<file path="src/rtl/div_unit.sv">
// Iterative radix-2 restoring divider for RV32M DIV/DIVU/REM/REMU.
// One start pulse in IDLE yields a single div_ready pulse with the result and writeback request.
module div_unit #(
    parameter int XLEN = 32
) (
    input  logic            clk,
    input  logic            reset,
    input  logic            run,
    input  logic            start,
    input  logic [3:0]      div_op,
    input  logic [XLEN-1:0] dividend,
    input  logic [XLEN-1:0] divisor,
    input  logic [4:0]      rd_in,
    output logic            busy,
    output logic            div_ready,
    output logic [XLEN-1:0] result,
    output logic            reg_we_out,
    output logic [4:0]      rd_out
);

    localparam logic [3:0] OP_DIV  = 4'd1;
    localparam logic [3:0] OP_DIVU = 4'd2;
    localparam logic [3:0] OP_REM  = 4'd3;
    localparam logic [3:0] OP_REMU = 4'd4;

    typedef enum logic [1:0] {IDLE, CALC, FIX, DONE} state_t;

    state_t          state_q, state_d;
    logic [XLEN-1:0] rem_q, rem_d;
    logic [XLEN-1:0] quo_q, quo_d;
    logic [XLEN-1:0] dsor_q, dsor_d;
    logic [XLEN-1:0] result_q, result_d;
    logic [4:0]      count_q, count_d;
    logic [4:0]      rd_q, rd_d;
    logic            neg_quo_q, neg_quo_d;
    logic            neg_rem_q, neg_rem_d;
    logic            is_rem_q, is_rem_d;

    logic            accept;
    logic            is_signed;
    logic            is_rem;
    logic            dividend_neg;
    logic            divisor_neg;
    logic [XLEN:0]   shifted;
    logic [XLEN:0]   diff;

    always_comb begin
        // NOTE: every _d defaults to its _q first, so no path through the case can infer a latch.
        state_d   = state_q;
        rem_d     = rem_q;
        quo_d     = quo_q;
        dsor_d    = dsor_q;
        result_d  = result_q;
        count_d   = count_q;
        rd_d      = rd_q;
        neg_quo_d = neg_quo_q;
        neg_rem_d = neg_rem_q;
        is_rem_d  = is_rem_q;

        accept       = start && (div_op inside {OP_DIV, OP_DIVU, OP_REM, OP_REMU});
        is_signed    = (div_op == OP_DIV) || (div_op == OP_REM);
        is_rem       = (div_op == OP_REM) || (div_op == OP_REMU);
        dividend_neg = is_signed && dividend[XLEN-1];
        divisor_neg  = is_signed && divisor[XLEN-1];
        // 33-bit trial subtraction: the top bit is the borrow.
        shifted      = {rem_q, quo_q[XLEN-1]};
        diff         = shifted - {1'b0, dsor_q};

        if (run) begin
            unique case (state_q)
                IDLE: begin
                    if (accept) begin
                        rd_d     = rd_in;
                        is_rem_d = is_rem;
                        if (divisor == '0) begin
                            result_d = is_rem ? dividend : {XLEN{1'b1}};
                            state_d  = DONE;
                        end else if (is_signed && dividend == {1'b1, {(XLEN-1){1'b0}}}
                                     && divisor == {XLEN{1'b1}}) begin
                            result_d = is_rem ? '0 : {1'b1, {(XLEN-1){1'b0}}};
                            state_d  = DONE;
                        end else begin
                            rem_d     = '0;
                            quo_d     = dividend_neg ? -dividend : dividend;
                            dsor_d    = divisor_neg ? -divisor : divisor;
                            neg_quo_d = dividend_neg ^ divisor_neg;
                            neg_rem_d = dividend_neg;
                            count_d   = 5'd31;
                            state_d   = CALC;
                        end
                    end
                end
                CALC: begin
                    if (!diff[XLEN]) begin
                        rem_d = diff[XLEN-1:0];
                        quo_d = {quo_q[XLEN-2:0], 1'b1};
                    end else begin
                        rem_d = shifted[XLEN-1:0];
                        quo_d = {quo_q[XLEN-2:0], 1'b0};
                    end
                    count_d = count_q - 5'd1;
                    if (count_q == 5'd0) state_d = FIX;
                end
                FIX: begin
                    if (is_rem_q) result_d = neg_rem_q ? -rem_q : rem_q;
                    else          result_d = neg_quo_q ? -quo_q : quo_q;
                    state_d = DONE;
                end
                DONE: state_d = IDLE;
                default: state_d = IDLE;
            endcase
        end
    end

    always_ff @(posedge clk) begin
        // NOTE: sequential state uses non-blocking assignments so all flops update together at the edge.
        if (reset) begin
            state_q   <= IDLE;
            rem_q     <= '0;
            quo_q     <= '0;
            dsor_q    <= '0;
            result_q  <= '0;
            count_q   <= '0;
            rd_q      <= '0;
            neg_quo_q <= 1'b0;
            neg_rem_q <= 1'b0;
            is_rem_q  <= 1'b0;
        end else begin
            state_q   <= state_d;
            rem_q     <= rem_d;
            quo_q     <= quo_d;
            dsor_q    <= dsor_d;
            result_q  <= result_d;
            count_q   <= count_d;
            rd_q      <= rd_d;
            neg_quo_q <= neg_quo_d;
            neg_rem_q <= neg_rem_d;
            is_rem_q  <= is_rem_d;
        end
    end

    assign busy       = (state_q != IDLE);
    assign div_ready  = (state_q == DONE);
    assign reg_we_out = div_ready && (rd_q != 5'd0);
    assign result     = result_q;
    assign rd_out     = rd_q;

endmodule

</file>
<file path="config.mk">
export PLATFORM = sky130hd
export DESIGN_NAME = div_unit
export DESIGN_NICKNAME = d
export VERILOG_FILES = /design/src/rtl/div_unit.sv
export SDC_FILE = /design/constraint.sdc
export NUM_CORES = 1
export LEC_CHECK = 0
export CELL_PAD_IN_SITES_DETAIL_PLACEMENT = 1
export CELL_PAD_IN_SITES_GLOBAL_PLACEMENT = 1
export CORE_MARGIN = 2
export CORE_UTILIZATION = 39
export CTS_BUF_LIST = sky130_fd_sc_hd__clkbuf_8
export DETAILED_ROUTE_END_ITERATION = 12
export GPL_TIMING_DRIVEN = 0
export PLACE_DENSITY = 0.78
export SLEW_MARGIN = 15
export SYNTH_ARGS = -nofsm -noshare
export SYNTH_HDL_FRONTEND = slang
export SYNTH_SLANG_ARGS = --single-unit
</file>
<file path="constraint.sdc">
create_clock -name clk -period 2.7 [get_ports clk]
set_input_delay 0.27 -clock clk [delete_from_list [all_inputs] [get_ports clk]]
set_output_delay 0.27 -clock clk [all_outputs]
set_load 0.02 [all_outputs]
</file>
# Yosys cells after proc, flatten, opt, wreduce, memory -nomap -nowiden
# Index checks and enable logic that the tools add are counted.
dict set report word_totals {
  ff_bits 143
  out_inout_bits 40
  wordCells 84
  inputBits 77
}
dict set report classes {
  eq_ne 14
  n_mux 30
  addsub 6
  n_bitwise 3
  reduce_logical 21
}
# operator n
set op_table {}
lappend op_table {{2-to-1 mux 32 bit} 17}
lappend op_table {{case mux 32 bit (2 select lines)} 3}
lappend op_table {{negator 32 bit} 4}
lappend op_table {{equality test 32 bit, second input constant} 2}
lappend op_table {{subtractor 33 x 32 -> 33 bit} 1}
lappend op_table {{zero test 32 bit} 1}
lappend op_table {{2-to-1 mux 5 bit} 3}
lappend op_table {{case mux 5 bit (2 select lines)} 1}
lappend op_table {{AND reduction 5 bit} 2}
lappend op_table {{equality test 4 x 2 -> 1 bit, second input constant} 2}
lappend op_table {{2-to-1 mux 2 bit} 4}
lappend op_table {{inequality test 2 bit, second input constant} 4}
lappend op_table {{case mux 2 bit (4 select lines)} 1}
lappend op_table {{logical AND 1 bit} 6}
lappend op_table {{AND reduction 3 bit} 2}
lappend op_table {{nonzero test 2 bit} 3}
lappend op_table {{zero test 5 bit} 1}
lappend op_table {{nonzero test 5 bit} 1}
lappend op_table {{subtractor 5 x 1 -> 5 bit, second input constant} 1}
lappend op_table {{equality test 2 bit, second input constant} 2}
lappend op_table {{equality test 4 x 1 -> 1 bit, second input constant} 1}
lappend op_table {{equality test 4 x 3 -> 1 bit, second input constant} 1}
lappend op_table {{AND reduction 4 bit} 1}
lappend op_table {{nonzero test 4 bit} 1}
lappend op_table {{7 further kinds} 9}

# Depth between registers and ports, before layout
dict set report logic_depth {
  word_depth 8
  ltp_mapped 13
  depth_no_buf 12
}

# Least setup slack after synthesis
# OpenSTA, ideal clock, no wires.
dict set report synth_timing {
  path_type {reg2reg}
  from {register rem_q[4]}
  to {register rem_q[27]}
  arrival_time_ns 2.806
  path_buffers 1
  path_stages_with_launch 11
  t_required_ns 2.578
  setup_time_ns 0.122
  path_slack_ns -0.227
  cell_sequence {dfxtp_1 > ha_1 > a21o_1 > or4_1 > o22a_1 > a311oi_2 > a21oi_1 > o211ai_2 > nor2_1 > buf_2 > a221o_1}
}
dict set report synth_between {
  elab_chain_cells 3
}
# element line
set synth_rtl {}
lappend synth_rtl {{from (decl)} 29} ;# logic [XLEN-1:0] rem_q, rem_d;
lappend synth_rtl {{from (signal assigned)} 130} ;# rem_q <= rem_d;
lappend synth_rtl {{subtractor 33 x 32 -> 33 bit} 67} ;# diff = shifted - {1'b0, dsor_q};
lappend synth_rtl {{2-to-1 mux 32 bit} 94} ;# if (!diff[XLEN]) begin
lappend synth_rtl {{case mux 32 bit (2 select lines)} 70} ;# unique case (state_q)
# Every way passes these cells.
# A chain may end at the register's enable or synchronous reset.

# Worst setup path after layout
dict set report layout_timing {
  from {register quo_q[31]}
  to {register rem_q[27]}
}
dict set report layout_between {
  elab_chain_cells 3
}
# element line
set layout_rtl {}
lappend layout_rtl {{from (decl)} 30} ;# logic [XLEN-1:0] quo_q, quo_d;
lappend layout_rtl {{from (signal assigned)} 131} ;# quo_q <= quo_d;
lappend layout_rtl {{subtractor 33 x 32 -> 33 bit} 67}
lappend layout_rtl {{2-to-1 mux 32 bit} 94}
lappend layout_rtl {{case mux 32 bit (2 select lines)} 70}
# Every way passes these cells.

==> summary.md <==
| Metric | Value |
|---|---|
| GRT Overall Usage | `0.279` |
| Num CTS Buffers | `17` |
| Worst clock skew | `~18 ps` |
| Drc violations | `0` |
| Slowest-stage cell, CP | `a2111o_1` |
| Core Rows | `60` |
| Reg-to-reg setup timing slack | `-340 ps` |
| Post-Route WL | `between 40000 and 50000 um` |
| Ys flop type | `dfxtp_1` |
| Crit path DAT | `3400 ps` |
| Max_cap viols | `0` |
| Crit path max-delay family | `compound AO/OA/AOI/OAI gates` |
| Hold Violations, Final | `0` |
| Distinct cells, synth | `78` |
| CP cell instances | `inv_4 > ha_4 > fa_2 > nand2b_4 > a21oi_4 > o22a_4 > a311oi_4 > buf_6 > a2111o_1 > o211ai_4 > buf_12 > nor2_4 > buf_6 > a221o_1` |
| Top cells by count, synth | `nand2_1, dfxtp_1, nor2_1` |
| Buf+Inv Stages, Crit Path | `4` |
| Worst Hold Depth | `3` |
| Yosys top cell area share | `0.272` |
| Ant diodes | `0` |
| FF+latch count, synth | `roughly 140` |
| Routed WL per cell | `between 20 and 25 um` |
| GPL Wtd Cong | `0.867` |
| Clock-pin slew on the worst setup and hold paths | `90 ps` |
| Total iterations of the first detailed-routing run | `5` |
| CTS tree | `yes` |
| Port bufs | `about 120` |
| Status | `complete, but fails checks` |
| Post-synth ARST share | `0` |
| Root Buffer | `clkbuf_8` |
| Failing checks | `negative setup slack` |
| Vias/cell | `5.88` |
| RR Endpoint | `rem_q[27]$_SDFFE_PP0P_` |
| Fraction of layout instances using a drive strength above 1 | `0.157` |
| Initial antenna violation count | `0` |
| RR Startpoint | `quo_q[31]$_SDFFE_PP0P_` |
| Largest cells by area after synthesis | `dfxtp_1, xnor2_1, nand2_1` |
| Max-slew violation count | `0` |
| Die area | `~28000 um^2` |
| Core box area | `about 27000 um^2` |
| DR vias | `around 11000` |
| Post-Syn Area per Cell | `7.51 um^2` |
| Final setup viols | `37` |
| Yosys Warn Count | `0` |
| Leak | `between 0.005 and 0.006 uW` |
| Min-Delay Startpoint | `divisor[1]` |
| Slowest cell delay on critical path | `~450 ps` |
| Syn Inst Count | `approximately 1400` |
| Final Cell Area | `around 14000 um^2` |
| Vias in the first global route | `~12000` |
| Largest net degree at the start of global routing | `17` |
| Fmax | `0.329 GHz` |
| Cell Area, Placed | `~12000 um^2` |
| Syn-to-layout area delta | `29.2%` |
| First-pass GRT wire length | `62700 um` |
| Crit path time final | `3040 ps` |
| CP most frequent cell | `buf_6` |
| Most numerous cell in the Yosys netlist | `nand2_1` |
| DRT iter0 DRCs | `790` |
| Sequential area share after synthesis | `0.272` |
| DIE WIDTH | `about 170 um` |
| CTS Buffer Depth | `2` |
| Area leader, netlist | `dfxtp_1` |
| Dpl ws | `-2000 ps` |
| PwrDens | `436 nW/um^2` |
| Net count, final | `1693` |
| Critical Path Fanout Max | `5` |
| RSZ-0062 raised after global routing | `yes` |
| Slew @ Worst Pin | `995 ps` |
| I/O Pins | `between 100 and 150` |
| CTS H-Tree Depth | `4` |
| Crit path kind | `register to register` |
| GR Overflow Total | `0` |
| Cell Area, Synth | `10500 um^2` |
| Total nets after synthesis | `between 1500 and 2000` |
| Max IR drop VDD | `about 0.32 mV` |
| Max-slew headroom | `0.337` |
| Setup WS post-layout | `-340 ps` |
| Critical Path RT | `slightly above 3000 ps` |
| R2R cell count | `14` |
| TritonCTS Sinks | `143` |
| Clock Latency Late Sink | `between 400 and 500 ps` |
| Initial Util | `0.394` |
| DRT antenna net count | `0` |
| Post-detail-place hpwl | `between 30000 and 40000 um` |
| Die Height | `roughly 170 um` |
| Crit start category | `register` |
| Worst Hold Class | `input pin to register` |
| Min-Delay Endpoint | `dsor_q[1]$_SDFFE_PP0P_` |
| CP Capture Type | `register` |
| Post-synth EDFFs | `0` |
| Fin crit share | `1.13` |
==> how the worst max path moves through the flow <==
stage / cells after the start / end / startpoint / slack [ps]
after floorplan: 10 / rem_q[27]$_SDFFE_PP0P_ / rem_q[4]$_SDFFE_PP0P_ / -7
after global placement: 11 / result[15]$_SDFFE_PP0P_ / dividend[31] / -1890
after detailed placement: 11 / result[26]$_SDFFE_PP0P_ / dividend[31] / -2000
after CTS: 13 / rem_q[27]$_SDFFE_PP0P_ / rem_q[4]$_SDFFE_PP0P_ / -300
after global routing: 9 / result[31]$_SDFFE_PP0P_ / rem_q[4]$_SDFFE_PP0P_ / -470
final: 14 / rem_q[27]$_SDFFE_PP0P_ / quo_q[31]$_SDFFE_PP0P_ / -340
==> where the power goes <==
| group | internal [uW] | switching (uW) |
|---|---|---|
| registers | 2200 | 96.9 |
| clock network | 874 | 949 |
| logic | 745 | 1080 |
==> routing by layer <==
| metal | share of wire | wire length [um] | track usage |
|---|---|---|---|
| met2 | 0.49 | 19900 | 0.490 |
| met5 | 0 | 0 | 0 |
| met3 | 0.047 | 1910 | 0.0501 |
| met4 | 0.039 | 1590 | 0.129 |
| met1 | 0.42 | 17100 | 0.330 |
==> per-stage QoR <==
stage                     instances  hold slack [ps]   util  power [uW]  setup TNS [ps]
final                          1926              209  0.509        5940          -10210
after global routing           1926              220  0.509        6200          -13690
after CTS                      1906              357  0.492        5860           -8700
after detailed placement       1858              441  0.455        3930         -207300
after global placement         1858              429  0.455        3880         -197320
after floorplan                1402              414      -        3360           -6.57
==> tightest hold or removal path, cell delays in order <==
cell	delay [ps]
dlymetal6s2s_1	190
nand2_1	90
a311oi_1	80
==> flip-flops by register name, summed over array words and instances, names as in the netlist <==
register,flops
count_q,5
dsor_q,32
is_rem_q,1
neg_quo_q,1
neg_rem_q,1
quo_q,32
rd_out,5
rem_q,32
result,32
state_q,2
==> final cells by class <==
cell class	count	area, um^2
plain buffers	76	392
clock buffers	19	262
clock inverters	13	138
fillers	3293	13100
inverters	58	220
multi-input cells	1123	7830
flip-flops and latches	143	2890
well taps	341	427
repair buffers	153	1460
==> cells by family (layout without fill, tap and decap cells) <==
logic type / count (synthesis) / after routing / share of synthesized area
mux: 16 / 16 / 0.0152
flops: 143 / 143 / 0.272
xor+xnor: 144 / 144 / 0.120
simple gates: 480 / 480 / 0.219
fa+ha+maj: 44 / 44 / 0.0530
buf+inv: 136 / 319 / 0.0517
compound gates: 439 / 439 / 0.269
==> repair_timing <==
action | CTS | global route
gates resized for setup | 135 | 138
cloned | 0 | 2
buffers inserted | 17 | 19
pin swaps | 16 | 30
hold buffers | 0 | 0
endpoints found under the setup margin | 136 | 128
==> placed cells by master, fill, tap and decap left out, drive strengths merged, types with 7 or more instances in the layout <==
master         Yosys  layout
inv               58      62
a21oi            101     101
o21a               9       9
xnor2             87      87
buf               17      57
o41ai             10      10
dlygate4sd2        0       7
nor3              26      26
nand3             15      15
or3               16      16
dlymetal6s2s       0      19
nand4             18      18
nor4              20      20
mux2i             16      16
o21ai            126     126
nor2b              9       9
clkdlybuf4s50      0      81
a21o              17      17
or4               15      15
a211oi            34      34
clkbuf            61      84
ha                43      43
nand2b            16      16
dfxtp            143     143
o211ai            15      15
o22ai              9       9
o221ai            11      11
xor2              57      57
o311ai             8       8
nand2            170     170
o31ai             34      34
nor2             144     144
a22oi             29      29
a31oi              8       8
Note: power is estimated with default switching activity, not from simulation.
